[config.mk]
export PLATFORM = sky130hd
export DESIGN_NAME = prog_mem_loader
export DESIGN_NICKNAME = d
export VERILOG_FILES = /design/src/rtl/prog_mem_loader.sv
export SDC_FILE = /design/constraint.sdc
export NUM_CORES = 2
export LEC_CHECK = 0
export CAP_MARGIN = 20
export CORE_MARGIN = 4
export CORE_UTILIZATION = 62
export CTS_CLUSTER_DIAMETER = 50
export DETAILED_ROUTE_END_ITERATION = 10
export PLACE_DENSITY = 0.82
export SETUP_SLACK_MARGIN = 0.05
export SLEW_MARGIN = 10
export SYNTH_ARGS = -nofsm -noshare
export SYNTH_HDL_FRONTEND = slang
export SYNTH_SLANG_ARGS = --single-unit
[constraint.sdc]
create_clock -name clk -period 4.7 [get_ports clk]
set_clock_uncertainty 0.05 [all_clocks]
set_input_delay 0.94 -clock clk [delete_from_list [all_inputs] [get_ports clk]]
set_output_delay 0.94 -clock clk [all_outputs]
set_load 0.02 [all_outputs]
[src/rtl/prog_mem_loader.sv]
// Instruction memory for the single-cycle core, filled at run time over a valid/ready load port.
// Define PROG_MEM_RANGE_CHECK_EN to flag misaligned or out-of-range fetches on `fault`.
module prog_mem_loader #(
    parameter int                    DATA_WIDTH = 32,
    parameter int                    DEPTH      = 64,
    parameter int                    ADDR_WIDTH = 32,
    parameter logic [DATA_WIDTH-1:0] NOP_WORD   = 32'hE1A00000
) (
    input  logic                    clk,
    input  logic                    reset,
    input  logic [ADDR_WIDTH-1:0]   a,
    output logic [DATA_WIDTH-1:0]   rd,
    input  logic                    ld_start,
    input  logic                    ld_valid,
    input  logic [DATA_WIDTH-1:0]   ld_data,
    input  logic                    ld_last,
    output logic                    ld_ready,
    output logic                    ld_done,
    output logic [$clog2(DEPTH):0]  ld_count,
    output logic                    busy,
    output logic                    fault
);

    localparam int IW = $clog2(DEPTH);
    localparam int CW = IW + 1;

    typedef enum logic [1:0] {
        ST_IDLE,
        ST_LOAD,
        ST_DONE
    } state_t;

    state_t          state_q, state_d;
    logic [IW-1:0]   wptr_q, wptr_d;
    logic [CW-1:0]   count_q, count_d;
    logic            wr_en;

    logic [DATA_WIDTH-1:0] mem_q [DEPTH];

    logic [IW-1:0]         rd_idx;
    logic [DATA_WIDTH-1:0] rd_word;
    logic                  fault_c;

    always_comb begin
        state_d = state_q;
        wptr_d  = wptr_q;
        count_d = count_q;
        wr_en   = 1'b0;
        case (state_q)
            ST_IDLE: begin
                if (ld_start) begin
                    state_d = ST_LOAD;
                    wptr_d  = '0;
                    count_d = '0;
                end
            end
            ST_LOAD: begin
                if (ld_valid) begin
                    wr_en   = 1'b1;
                    wptr_d  = wptr_q + 1'b1;
                    count_d = count_q + 1'b1;
                    // Stopping on the last slot keeps a long stream from wrapping onto word 0.
                    if (ld_last || (wptr_q == {IW{1'b1}})) begin
                        state_d = ST_DONE;
                    end
                end
            end
            ST_DONE: begin
                state_d = ST_IDLE;
            end
            default: begin
                state_d = ST_IDLE;
            end
        endcase
    end

    always_ff @(posedge clk) begin
        if (reset) begin
            state_q <= ST_IDLE;
            wptr_q  <= '0;
            count_q <= '0;
        end else begin
            state_q <= state_d;
            wptr_q  <= wptr_d;
            count_q <= count_d;
        end
    end

    // Program storage has no reset so a reset mid-load keeps the words already written.
    always_ff @(posedge clk) begin
        if (wr_en && !reset) begin
            mem_q[wptr_q] <= ld_data;
        end
    end

    assign ld_ready = (state_q == ST_LOAD);
    assign ld_done  = (state_q == ST_DONE);
    assign busy     = (state_q != ST_IDLE);
    assign ld_count = count_q;

    assign rd_idx  = a[IW+1:2];
    assign rd_word = mem_q[rd_idx];

`ifdef PROG_MEM_RANGE_CHECK_EN
    logic [ADDR_WIDTH-1:0] word_addr;
    logic                  fault_seen_q, fault_seen_d;

    assign word_addr = a >> 2;
    assign fault_c   = (a[1:0] != 2'b00) || (word_addr >= ADDR_WIDTH'(DEPTH));

    always_comb begin
        fault_seen_d = fault_seen_q | fault_c;
    end

    always_ff @(posedge clk) begin
        if (reset) begin
            fault_seen_q <= 1'b0;
        end else begin
            fault_seen_q <= fault_seen_d;
        end
    end
`else
    logic unused_addr_bits;

    assign fault_c          = 1'b0;
    assign unused_addr_bits = ^{a[ADDR_WIDTH-1:IW+2], a[1:0]};
`endif

    assign fault = fault_c;
    assign rd    = (busy || fault_c) ? NOP_WORD : rd_word;

endmodule
# Yosys cells after proc, flatten, opt, wreduce, memory -nomap -nowiden
# Memories as Yosys holds them, arrays and structs flattened.
# Cells that the tools add are included.
# totals
mem_bits_rw	2048
ff_bits	15
out_inout_bits	43
n_memories	1
# classes
n_eq_ne	6
reduce_logical	8
addsub	2
muxes	15
# memory_table
memory	words	word_bits	rd	rd_clocked_by_memory_dff	wr	line_no	text
mem_q	64	32	1	0	1	38	logic [DATA_WIDTH-1:0] mem_q [DEPTH];
# op_table
operator	n
$mux 32	1
$mux 7	2
$pmux 7 s2	1
$mux 6	2
$pmux 6 s2	1
$add 7x1->7 const B	1
$add 6x1->6 const B	1
$eq 6x6->1 const B	1
$mux 2	3
$reduce_and 3->1	2
$mux 1	4
$ne 2x2->1 const B	2
$pmux 2 s2	1
$reduce_bool 2->1	2
$eq 2x1->1 const B	1
$eq 2x2->1 const B	1
$logic_not 2->1	1
$ne 2x1->1 const B	1
$logic_and 1x1->1	1
$logic_not 1->1	1
$logic_or 1x1->1	1

# Longest topological paths before layout
# logic_depth
word_depth	5
ltp_mapped	9
depth_no_buf	6

# Least setup slack after synthesis
# OpenSTA, ideal clock, no wires.
# synth_timing
path_type	input -> output
from	input port a[2]
to	output port rd[13]
setup_slack_ns	0.867
cell_stages	7
arrival_time_ns	2.843
cell_sequence	buf_6 > buf_6 > buf_2 > mux4_2 > mux4_2 > a22oi_1 > nand3_1
# synth_between
elab_chain_cells	2
# synth_lines
element	line_no	text
start, declared	11	input logic [ADDR_WIDTH-1:0] a,
$mem_v2 64x32	n/a	
$mux 32	130	assign rd = (busy || fault_c) ? NOP_WORD : rd_word;
end, declared	12	output logic [DATA_WIDTH-1:0] rd,
# Every way passes these cells.

# Worst setup path after layout
# layout_timing
from	input port a[2]
to	output port rd[7]
# Same word-level chain as after synthesis.

==> out/results.tsv <==
stage	metric	value	unit
outcome	status	complete, no violations	
routing	DRC violations left	0	
timing	Setup TNS Final	0	ns
timing	Hold Fails Final Rpt	0	
power	Combinational Power Share	0.058	
routing	vias per std cell	7.49	
worst_setup_path	crit path launch type	input pin	
cts	clk_lat worst skew	0.83	ns
timing	Slew @ Worst Pin	1.13	ns
grt	grt total ovfl	0	
die	Die X	365	um
cells_and_area	multi-input logic area	16900	sq um
placed_design	dpl hpwl	121	mm
yosys	leading area contributor after synthesis	edfxtp_1	
cells_and_area	Seq. cell area	61800	sq um
routing	Final ANT Viol Nets	0	
timing	Final Critical Period	4.69	ns
cells_and_area	fin cells	5612	
timing	FMAX	213	MHz
cts	Root Driver	clkbuf_16	
cells_and_area	fin nets	3872	
power	switching power	8.44	mW
min_path	worst hold path depth	1	
power	sw frac	0.222	
cts	H-tree depth	4	
timing	final setup violation count	0	
yosys	top-area cell type share of the netlist area	0.778	
placed_design	port bufs	84	
timing	Tcrit/Tclk final	0.998	
cells_and_area	layout cells sized above 1	0.345	
yosys	synth cell count leaders	edfxtp_1 (2048), mux4_2 (568), nor2_1 (105)	
worst_setup_path	Req. time, crit path	3.71	ns
yosys	Post-Syn Nets	3398	
power	Power Total	38.0	mW
yosys	asr flop ratio synth	0	
placed_design	Setup WS pre-CTS	-0.215	ns
placed_design	Cell Area, Placed	84700	sq um
grt	GRT Total Usage	0.358	
yosys	count leader, synth	edfxtp_1	
placed_design	Placer Congestion	0.843	
die	Initial Util	0.627	
die	Die ar.	133000	sq um
worst_setup_path	Worst setup EP type	output pin	
min_path	Hold Crit Class	in -> reg	
die	DIE HEIGHT	365	um
cts	clk buf depth	3	
worst_setup_path	Reg2Reg Depth	7	
grt	largest net degree at the start of global routing	65	
yosys	syn_area_per_cell	23.8	sq um
routing	WL per Instance	42.6	um
power	Int Pwr	29.5	mW
worst_setup_path	Crit Path Category	in -> out	
routing	Detailed Routing Iterations Pass 1	9	
timing	Slew headroom	0.248	
yosys	Post-Synthesis Cell Area	79000	sq um
worst_setup_path	Max FO, Critical Path	14	
power	peak supply drop	0.000424	V
job	Max Cap Viol	0	
routing	DR vias	42000	
grt	antenna violations before repair	18	
cells_and_area	P&R area growth vs syn	16.2	%
cts	Num Clock Sinks	2063	
cells_and_area	fin area	91800	sq um
yosys	Post-Syn Instances	3327	
yosys	Seq cells post-synth	2063	
cts	Worst-path clk slew	0.06	ns
cts	# hold bufs at CTS	0	
timing	Slew Limit Fails	0	
grt	first-pass GRT wire length	327	mm
die	row cnt	130	
placed_design	placed cell count	5219	
power	Pleak	29.2	nW
yosys	Warnings, synthesis	0	
yosys	Area contributors post-synth	edfxtp_1 (78%), mux4_2 (16%), mux2i_1 (1.2%)	
power	Power Dens Cells	414	nW/um^2
die	Core Area	126000	sq um
cts	total clock buffers created by CTS	195	
grt	vias in the first global route	42500	
yosys	dominant synthesized flop cell	edfxtp_1	
cells_and_area	FILL cells	6304	
cts	TritonCTS clock tree	built	
yosys	sequential area share after synthesis	0.782	
worst_setup_path	Worst R2R Setup Slack	1.73	ns
timing	RSZ-0062 raised after global routing	false	
die	io pins	112	
routing	DRT Wirelength	239	mm
yosys	number of enable flip-flop cells after synthesis	2048	
power	Clk pwr share	0.410	
cells_and_area	Core Util, Final	0.728	
timing	hold_ws	0.424	ns
worst_setup_path	worst path arrival time	3.70	ns
yosys	Distinct cells, synth	55	
timing	PnR worst setup slack	0.0106	ns
routing	iteration-0 DRC count of the detailed router	8505	
power	sequential share of power	0.533	
-- final timing paths --
check / end / from
worst min register to register: ld_count[1] / ld_count[1]
worst min-delay path: mem_q[48][10] / ld_data[10]
worst max-delay path: rd[7] / a[2]
worst max register to register: mem_q[61][17] / state_q[1]
-- sequential cells by signal, summed over array words and instances (netlist names) --
name / flops
ld_count: 7
mem_q: 2048
state_q: 2
wptr_q: 6
-- power by group through the flow --
stage	Sequential, mW	Combinational [mW]	Clock, mW
after floorplan	20.6	1.03	0
after global placement	20.6	1.91	0
after detailed placement	20.6	1.98	0
after CTS	20.2	2.05	15.5
after global routing	20.2	2.24	16.5
final	20.2	2.18	15.6
-- worst max-delay path: stages --
cell      delay [ns]
buf_12          0.21
buf_12          0.23
buf_4           0.37
mux4_2          0.58
mux2_2          0.29
o211ai_1        0.56
o22ai_1         0.15
buf_4           0.19
buf_12          0.13
-- cell families (layout without fill, tap and decap cells) --
family                   count (synthesis)  after routing  synth area share
AO/OA/AOI/OAI                          156            156            0.0139
XOR/XNOR                                 9              9          0.000997
adder cells (fa/ha/maj)                  2              2          0.000317
buffers and inverters                  177            801            0.0121
flip-flops                            2063           2063             0.782
multiplexers                           686            686             0.177
other                                    1             12         0.0000474
AND/OR/NAND/NOR                        233            233            0.0135
-- layout by cell type, fill, tap and decap left out, types with 11 or more instances in the layout --
master and count:
edfxtp_1 2048, mux4_2 568, buf_4 260, clkbuf_16 196, buf_12 92, mux2i_1 90, nor2_4 64, clkbuf_1 44
nand2_1 42, nor2_1 38, a22oi_1 36, clkinv_2 35, clkinv_1 32, buf_2 32, mux2_2 26, nand3_1 20
clkdlybuf4s50_1 18, nor2b_1 17, o22ai_1 16, dfxtp_1 15, dlygate4sd2_1 15, nand2b_1 14, buf_6 14, o211ai_1 13
bufinv_16 12, diode_2 11, a21oi_1 11, o21ai_0 11
-- per-layer routing --
layer,GRT usage,up-vias,part of all wire
li1,-,15300,-
met1,0.461,21200,0.30
met2,0.555,4529,0.48
met3,0.112,1022,0.16
met4,0.197,8,0.068
met5,0,-,0.00020
-- area by class of cell --
type / instances / share of cell area
multi-input combinational: 1087 / 0.184
inverter: 5 / 0.000204
clock buffer: 241 / 0.0553
clock inverter: 106 / 0.0123
timing repair buffer: 449 / 0.0526
sequential: 2063 / 0.673
antenna: 11 / 0.000300
tap: 1650 / 0.0225
-- repair_timing --
action	4_1_cts	5_1_grt
resized for setup	45	19
pin swaps	3	2
buffers inserted	7	0
gates cloned	1	1
setup endpoints to repair	30	13
Power figures use the tool's default switching activity.
